[config.mk]
export PLATFORM = sky130hd
export DESIGN_NAME = drain_xy_lane
export DESIGN_NICKNAME = d
export VERILOG_FILES = /design/src/rtl/drain_pkg.sv /design/src/rtl/drain_line_fifo.sv /design/src/rtl/drain_xy_lane.sv
export SDC_FILE = /design/constraint.sdc
export NUM_CORES = 1
export LEC_CHECK = 0
export CORE_ASPECT_RATIO = 1.4
export CORE_MARGIN = 5
export CORE_UTILIZATION = 40
export DETAILED_ROUTE_END_ITERATION = 10
export SLEW_MARGIN = 20
export SYNTH_ARGS = -nofsm -noshare
export SYNTH_HDL_FRONTEND = slang
export SYNTH_SLANG_ARGS = --single-unit
[constraint.sdc]
create_clock -name i_clk -period 4.62 [get_ports i_clk]
set_clock_uncertainty 0.15 [all_clocks]
set_input_delay 0.462 -clock i_clk [delete_from_list [all_inputs] [get_ports i_clk]]
set_output_delay 0.462 -clock i_clk [all_outputs]
set_load 0.05 [all_outputs]
[src/rtl/drain_pkg.sv]
// Shared types and geometry helpers for the output drain lane.
package drain_pkg;

   typedef enum logic [1:0] {
      ST_IDLE,
      ST_RUN,
      ST_FLUSH,
      ST_DRAIN
   } drain_state_t;

   function automatic int words_per_line(input int sram_w, input int o_w);
      return sram_w / o_w;
   endfunction

   function automatic int mask_width(input int sram_w);
      return sram_w / 8;
   endfunction

endpackage

[src/rtl/drain_line_fifo.sv]
// Flip-flop FIFO of packed {mask, line} entries with count-based flags.
module drain_line_fifo #(
   parameter int DEPTH = 4,
   parameter int W     = 8
) (
   input  logic                     i_clk,
   input  logic                     i_rst,
   input  logic                     i_clear,
   input  logic                     i_push,
   input  logic [W-1:0]             i_data,
   input  logic                     i_pop,
   output logic [W-1:0]             o_head,
   output logic                     o_empty,
   output logic                     o_full,
   output logic [$clog2(DEPTH):0]   o_count
);
   localparam int PW = $clog2(DEPTH);

   logic [DEPTH-1:0][W-1:0] mem_q;
   logic [PW-1:0]           wr_q, rd_q;
   logic [PW:0]             cnt_q;
   logic                    do_push, do_pop;

   assign o_empty = (cnt_q == '0);
   assign o_full  = (cnt_q == (PW+1)'(DEPTH));
   assign o_count = cnt_q;
   assign do_push = i_push && !o_full;
   assign do_pop  = i_pop && !o_empty;
   // Head is forced to zero while empty so the SRAM bus idles at zero.
   assign o_head  = o_empty ? '0 : mem_q[rd_q];

   always_ff @(posedge i_clk or posedge i_rst) begin
      if (i_rst) begin
         wr_q  <= '0;
         rd_q  <= '0;
         cnt_q <= '0;
      end else if (i_clear) begin
         wr_q  <= '0;
         rd_q  <= '0;
         cnt_q <= '0;
      end else begin
         if (do_push) wr_q <= wr_q + 1'b1;
         if (do_pop)  rd_q <= rd_q + 1'b1;
         case ({do_push, do_pop})
            2'b10:   cnt_q <= cnt_q + 1'b1;
            2'b01:   cnt_q <= cnt_q - 1'b1;
            default: cnt_q <= cnt_q;
         endcase
      end
   end

   always_ff @(posedge i_clk) begin
      if (do_push) mem_q[wr_q] <= i_data;
   end

endmodule

[src/rtl/drain_xy_lane.sv]
// Packs array result words into SRAM lines and writes them out sequentially.
module drain_xy_lane
   import drain_pkg::*;
#(
   parameter int FIFO_POSITIONS = 4,
   parameter int O_W            = 32,
   parameter int SRAM_W         = 128,
   parameter int ADR_W          = 10
) (
   input  logic                 i_clk,
   input  logic                 i_rst,
   input  logic                 i_start,
   input  logic [ADR_W-1:0]     i_base_addr,
   input  logic                 i_flush,
   input  logic                 i_clearfifo,
   input  logic                 i_pipeline_en,
   input  logic                 i_valid,
   input  logic [O_W-1:0]       i_data,
   input  logic                 i_sram_gnt,
   output logic                 o_stall,
   output logic                 o_sram_wren,
   output logic [ADR_W-1:0]     o_sram_addr,
   output logic [SRAM_W-1:0]    o_sram_data,
   output logic [SRAM_W/8-1:0]  o_sram_wmask,
   output logic                 o_busy,
   output logic                 o_done
);
   localparam int N   = words_per_line(SRAM_W, O_W);
   localparam int MW  = mask_width(SRAM_W);
   localparam int BPW = O_W / 8;
   localparam int IW  = (N > 1) ? $clog2(N) : 1;
   localparam int CW  = $clog2(FIFO_POSITIONS) + 1;

   drain_state_t            state_q, state_d;
   logic [IW-1:0]           idx_q, idx_d;
   logic [N-1:0][O_W-1:0]   line_q, line_d;
   logic [ADR_W-1:0]        addr_q, addr_d;
   logic [1:0]              done_pipe_q, done_pipe_d;

   logic                    push, pop, accept;
   logic [SRAM_W-1:0]       push_line;
   logic [MW-1:0]           push_mask, part_mask;
   logic [MW+SRAM_W-1:0]    f_head;
   logic                    f_empty, f_full;
   logic [CW-1:0]           f_count;

   assign o_stall      = (state_q == ST_RUN) && f_full;
   assign accept       = (state_q == ST_RUN) && i_valid && i_pipeline_en && !o_stall;
   assign pop          = !f_empty && i_sram_gnt;
   assign o_sram_wren  = !f_empty;
   assign o_sram_addr  = addr_q;
   assign o_sram_data  = f_head[SRAM_W-1:0];
   assign o_sram_wmask = f_head[MW+SRAM_W-1:SRAM_W];
   assign o_busy       = (state_q != ST_IDLE);
   assign o_done       = done_pipe_q[1];

   always_comb begin
      part_mask = '0;
      for (int j = 0; j < N; j++)
         if (j < int'(idx_q)) part_mask[j*BPW +: BPW] = '1;
   end

   always_comb begin
      state_d     = state_q;
      idx_d       = idx_q;
      line_d      = line_q;
      addr_d      = addr_q;
      push        = 1'b0;
      push_line   = line_q;
      push_mask   = '1;
      done_pipe_d = {done_pipe_q[0], 1'b0};
      if (pop) addr_d = addr_q + 1'b1;
      case (state_q)
         ST_IDLE: if (i_start) begin
            state_d = ST_RUN;
            addr_d  = i_base_addr;
            idx_d   = '0;
            line_d  = '0;
         end
         ST_RUN: begin
            if (accept) begin
               line_d[idx_q] = i_data;
               if (idx_q == IW'(N-1)) begin
                  push      = 1'b1;
                  push_line = line_d;
                  line_d    = '0;
                  idx_d     = '0;
               end else begin
                  idx_d = idx_q + 1'b1;
               end
            end
            if (i_flush) state_d = ST_FLUSH;
         end
         ST_FLUSH: begin
            if (idx_q == '0) begin
               state_d = ST_DRAIN;
            end else if (!f_full) begin
               push      = 1'b1;
               push_mask = part_mask;
               line_d    = '0;
               idx_d     = '0;
               state_d   = ST_DRAIN;
            end
         end
         ST_DRAIN: if (f_count == '0) begin
            state_d        = ST_IDLE;
            done_pipe_d[0] = 1'b1;
         end
         default: state_d = ST_IDLE;
      endcase
      // Clear wins over everything, including a pending done pulse.
      if (i_clearfifo) begin
         state_d     = ST_IDLE;
         idx_d       = '0;
         line_d      = '0;
         addr_d      = '0;
         done_pipe_d = '0;
         push        = 1'b0;
      end
   end

   always_ff @(posedge i_clk or posedge i_rst) begin
      if (i_rst) begin
         state_q     <= ST_IDLE;
         idx_q       <= '0;
         line_q      <= '0;
         addr_q      <= '0;
         done_pipe_q <= '0;
      end else begin
         state_q     <= state_d;
         idx_q       <= idx_d;
         line_q      <= line_d;
         addr_q      <= addr_d;
         done_pipe_q <= done_pipe_d;
      end
   end

   drain_line_fifo #(
      .DEPTH (FIFO_POSITIONS),
      .W     (MW + SRAM_W)
   ) u_fifo (
      .i_clk   (i_clk),
      .i_rst   (i_rst),
      .i_clear (i_clearfifo),
      .i_push  (push),
      .i_data  ({push_mask, push_line}),
      .i_pop   (pop),
      .o_head  (f_head),
      .o_empty (f_empty),
      .o_full  (f_full),
      .o_count (f_count)
   );

endmodule

Word-level counts from Yosys, hierarchy flattened
Index checks and enable logic that the tools add are counted.

cells by class
  add/sub/neg operators = 6
  reductions and logical operators = 22
  magnitude comparators = 8
  muxes and demuxes = 58
  equal/unequal tests = 14

operators by type and width
  operator                 count
  $mux W128                9
  $bwmux W576              1
  $mux W144                3
  $pmux W128 S3            1
  $bmux W144 S2            1
  $demux W144 S2           1
  $bwmux W128              1
  $demux W32 S2            1
  $mux W16                 3
  $mux W10                 4
  $mux W2                  17
  $mux W32                 1
  $ne A3 B3 Y1 const B     5
  $mux W4                  3
  $add A10 B1 Y10 const B  1
  $logic_and A1 B1 Y1      9
  $lt A2 B3 Y1 const B     3
  $eq A2 B2 Y1 const B     4
  $pmux W2 S4              1
  $mux W1                  7
  $add A2 B1 Y2 const B    3
  $pmux W2 S3              1
  $pmux W3 S2              1
  $reduce_bool A2 Y1       3
  18 further kinds         24

storage, ports and cells
  output and inout bits = 158
  register bits after elaboration = 727
  input bits = 50

Logic depth before layout (Yosys ltp)
  depth after elaboration = 11
  gate-level depth with buffers = 9
  depth with buffers taken out = 9

Cells and area by module
From an unflattened synthesis, not the netlist that was laid out.

second synthesis, totals
  cell total of the unflattened synthesis = 1529
  area, all modules = 29375.7 um^2

by module, submodules not included
  module           cells each  times used  area each (um^2)  sequential area each (um^2)
  drain_line_fifo  974         1           22301.4           17471.8
  drain_xy_lane    555         1           7074.3            3603.5

Least setup slack after synthesis
OpenSTA, ideal clock, no wires.

  path type = register -> register
  start point = reg idx_q[0]
  end point = reg u_fifo.mem_q[144] in the netlist's numbering (enable)
  required time = 3963 ps
  buffers on the path = 0
  setup slack = -446 ps
  setup time = 507 ps
  stages on the path, launching flop included = 6
  arrival = 4409 ps
  path through = dfrtp_1 > inv_1 > ha_1 > nand2b_1 > a211oi_4 > and2_1

between the ends
  cells in the longest elaborated chain, start to end = 6

RTL lines
  what                            RTL line               RTL
  start: declaration              drain_xy_lane.sv:35    logic [IW-1:0] idx_q, idx_d;
  start signal: assignment        drain_xy_lane.sv:131   idx_q <= idx_d;
  $eq A2 B2 Y1                    drain_xy_lane.sv:83    if (idx_q == IW'(N-1)) begin
  $mux W1                         drain_xy_lane.sv:83
  $mux W1                         drain_xy_lane.sv:81    if (accept) begin
  $pmux W1 S2 (*)                 drain_xy_lane.sv:73    case (state_q)
  $mux W1 (*)                     drain_xy_lane.sv:112   if (i_clearfifo) begin
  $logic_and A1 B1 Y1 (*)         drain_line_fifo.sv:27  assign do_push = i_push && !o_full;
  end signal: indexed assignment  drain_line_fifo.sv:53  if (do_push) mem_q[wr_q] <= i_data;
  end: declaration                drain_line_fifo.sv:19  logic [DEPTH-1:0][W-1:0] mem_q;

Mark *: on every way between the ends. The rest lies on a longest branch, timed or not.
A chain may end at the register's enable or synchronous reset.

Final worst setup path
  start point = reg u_fifo.rd_q[0]
  end point = out o_sram_data[52]

between the ends
  cells in the longest elaborated chain, start to end = 3

RTL lines
  what                             RTL line               RTL
  start: declaration               drain_line_fifo.sv:20  logic [PW-1:0] wr_q, rd_q;
  start signal: assignment         drain_line_fifo.sv:43  if (do_pop) rd_q <= rd_q + 1'b1;
  $bmux W144 S2                    drain_line_fifo.sv:30  assign o_head = o_empty ? '0 : mem_q[rd_q];
  $mux W144 (implied by the code)  drain_line_fifo.sv:30
  $mux W144                        drain_line_fifo.sv:30
  end: declaration                 drain_xy_lane.sv:23    output logic [SRAM_W-1:0] o_sram_data,

Every way passes these cells. The select of a mux whose other input is x is not followed.

==> impl_metrics.env <==
export IMPL_outcome="finished clean"
export IMPL_dr_pass1_iters=5
export IMPL_postRouteAntennaNets=0
export IMPL_cts_buffers=61
export IMPL_synth_fp_nets=1519
export IMPL_hold_path_class="input port to asynchronous set/reset pin"
export IMPL_clk_path_buf_depth=3
export IMPL_hold_buffers=0
export IMPL_fin_nets=1735
export IMPL_initial_utilization_pct=40.4
export IMPL_yosysSeqAreaShare_pct=71.5
export IMPL_grt_ovfl_total=0
export IMPL_syn_area_mm2=0.0275
export IMPL_worstSetupStartpoint="u_fifo.rd_q[0]"
export IMPL_synth_edf_count=528
export IMPL_area_growth_pct=20.0
export IMPL_crit_type="flop to output port"
export IMPL_startpoint_type="flop"
export IMPL_p_total_mw=13.3
export IMPL_synth_avg_cell_area_um2=18.9
export IMPL_irDropWorstVdd_uv=330
export IMPL_clk_latency_ns=0.63
export IMPL_htreeDepth=2
export IMPL_powerDensity_mw_per_mm2=402
export IMPL_die_area_mm2=0.0741
export IMPL_drc=0
export IMPL_clock_sinks=679
export IMPL_fin_crit_ns=3.99
export IMPL_reg2reg_from="u_fifo.o_count[0]"
export IMPL_drt_wl_total_um=66300
export IMPL_synth_seq_cells=679
export IMPL_wl_per_cell_um=25.1
export IMPL_track_usage_pct=17.8
export IMPL_p_comb_share_pct=10.0
export IMPL_synth_ff_type="edfxtp_1"
export IMPL_drv_slew=0
export IMPL_placedCellCount=2526
export IMPL_worstPathRequired_ns=4.01
export IMPL_final_hold_violation_count=0
export IMPL_ys_types=44
export IMPL_slowest_delay_ns=0.83
export IMPL_grt_antenna_before_repair=1
export IMPL_placed_cell_area_mm2=0.0308
export IMPL_ys_warn_count=0
export IMPL_fin_cells=2643
export IMPL_vias=14081
export IMPL_cts_tree="built"
export IMPL_utilization_pct=48.5
export IMPL_routed_via_density=5.33
export IMPL_intPower_mw=10.0
export IMPL_endpoint_kind="output port"
export IMPL_chipHeight_um=320
export IMPL_syn_inst=1453
export IMPL_rsz0062_at_grt="false"
export IMPL_gp_congestion=0.754
export IMPL_grt_max_degree=96
export IMPL_fin_area_mm2=0.0330
export IMPL_drt_iter0_markers=833
export IMPL_std_cell_rows=113
export IMPL_final_setup_tns_ns=0
export IMPL_arrival_ns=3.38
export IMPL_dp_hpwl_um=40800
export IMPL_p_leak_nw=11.2
export IMPL_clkPwrFrac_pct=40.2
export IMPL_post_place_ws_ns=1.10
export IMPL_hold_slack_ns=0.0692
export IMPL_fmax_mhz=250
export IMPL_fp_dieW_um=232
export IMPL_timing_final_ws_setup_ns=0.626
export IMPL_finalSetupViolCount=0
export IMPL_post_cts_buffers=0
export IMPL_cts_resized=0
export IMPL_power_frac_seq_pct=49.8
export IMPL_slowest_stage="dfrtp_4"
export IMPL_power_switching_mw=3.22
export IMPL_drive_above_1_share_pct=25.3
export IMPL_synthArstFlopShare_pct=22.2
export IMPL_grt_pass1_wl_um=100000
export IMPL_max_cap_violations=0
export IMPL_ios=208
export IMPL_worstPathMaxFanout=28
export IMPL_slew_headroom_pct=32.0
export IMPL_worst_pin_slew_ns=1.02
export IMPL_min_period_over_period_pct=86.4
export IMPL_first_global_vias=15375
export IMPL_port_buffers=207
export IMPL_path_clk_slew_ns=0.07
export IMPL_root_buffer="clkbuf_16"
export IMPL_coreArea_mm2=0.0680
export IMPL_path_cells="buf_4, mux4_2, and2_1, clkdlybuf4s50_1"
export IMPL_switching_share_pct=24.3
==> synthesized netlist by cell type (2+ instances only) <==
cell type / instances / area share (%)
a211oi_1: 9 / 0.25
a22o_1: 96 / 3.1
a311oi_1: 2 / 0.064
and2_1: 138 / 3.1
and3_1: 3 / 0.068
buf_1: 5 / 0.068
buf_2: 30 / 0.55
buf_4: 19 / 0.52
clkbuf_1: 46 / 0.63
dfrtp_1: 151 / 14
edfxtp_1: 528 / 58
ha_1: 15 / 0.68
inv_1: 13 / 0.18
mux2_2: 131 / 5.4
mux2i_1: 4 / 0.15
mux4_2: 132 / 11
nand2_1: 10 / 0.14
nand2b_1: 6 / 0.14
nand3_1: 2 / 0.036
nand4_1: 4 / 0.091
nor2_1: 27 / 0.37
nor2b_1: 36 / 0.82
nor3_1: 7 / 0.13
nor3b_2: 2 / 0.091
nor4_1: 2 / 0.046
o21ai_0: 2 / 0.036
o221a_2: 2 / 0.082
o221ai_1: 3 / 0.096
or3_1: 3 / 0.068
xnor2_1: 9 / 0.29
xor2_1: 3 / 0.096
==> power groups by stage <==
stage | registers [mW] | clock network [mW] | logic [mW]
finish | 6.60 | 5.33 | 1.32
global route | 6.60 | 5.70 | 1.40
CTS | 6.60 | 5.45 | 1.34
detailed placement | 6.72 | 0 | 1.33
global placement | 6.73 | 0 | 1.31
floorplan | 6.78 | 0 | 0.720
==> registers in the layout, summed over array words and instances (netlist names) <==
signal and count:
state_q 2, done_pipe_q 2, u_fifo.wr_q 2, u_fifo.mem_q 528, u_fifo.rd_q 2, o_sram_addr 10, line_q 128, u_fifo.o_count 3
idx_q 2
==> critical path, delay by kind of cell (launching register included) <==
family	cells	cell delay, ns
buffers and inverters	2	1.11
flip-flops	1	0.83
multiplexers	1	0.54
AND/OR/NAND/NOR	1	0.23
==> metal layers <==
layer  GRT usage (%)  part of all wire (%)  up-vias
met4            4.29                   2.2        0
met3            3.06                   4.9       78
met5               0                     0        -
met1            23.8                    42     7498
li1                -                     -     6149
met2            30.7                    51      356
==> kinds of logic after synthesis <==
kind of cell,synth area share (%)
compound gates,3.91
xor+xnor,0.383
fa+ha+maj,0.756
buf+inv,1.94
flops,71.5
mux,16.3
simple gates,5.22
==> layout by cell type (no fill, tap or decap), types with 6 or more instances in the layout <==
| cell | n |
|---|---|
| clkbuf_8 | 12 |
| nand2_1 | 7 |
| buf_12 | 14 |
| nor3_1 | 7 |
| nor2_1 | 27 |
| buf_4 | 32 |
| mux2_2 | 131 |
| xnor2_1 | 9 |
| clkdlybuf4s50_1 | 207 |
| edfxtp_1 | 528 |
| a22o_1 | 96 |
| and2_1 | 134 |
| a211oi_1 | 8 |
| clkinv_2 | 9 |
| nor2b_1 | 36 |
| inv_1 | 12 |
| bufinv_16 | 8 |
| clkbuf_16 | 61 |
| clkbuf_1 | 13 |
| nand2b_1 | 6 |
| ha_1 | 15 |
| dfrtp_1 | 149 |
| mux4_2 | 132 |
==> final timing paths <==
path | endpoint | slack (ns) | depth (start not counted)
worst min-delay path | line_q[64] | 0.07 | 2
worst max-delay path | o_sram_data[52] | 0.63 | 4
worst max register to register | u_fifo.mem_q[199] | 1.15 | 6
max in group asynchronous | u_fifo.rd_q[0] | 3.23 | 3
worst min register to register | done_pipe_q[1] | 0.35 | 1
min in group i_clk | o_sram_addr[2] | 0.28 | 3
==> cell type report <==
class	instances	area, um2
Clock buffer	86	1740
Timing Repair Buffer	253	2590
Sequential cell	679	19600
Tap cell	920	1150
Fill cell	5681	35000
Antenna cell	1	2.50
Clock inverter	30	405
Multi-Input combinational cell	661	7400
Inverter	13	52.6
No activity file was read; power rests on OpenSTA's default activity.
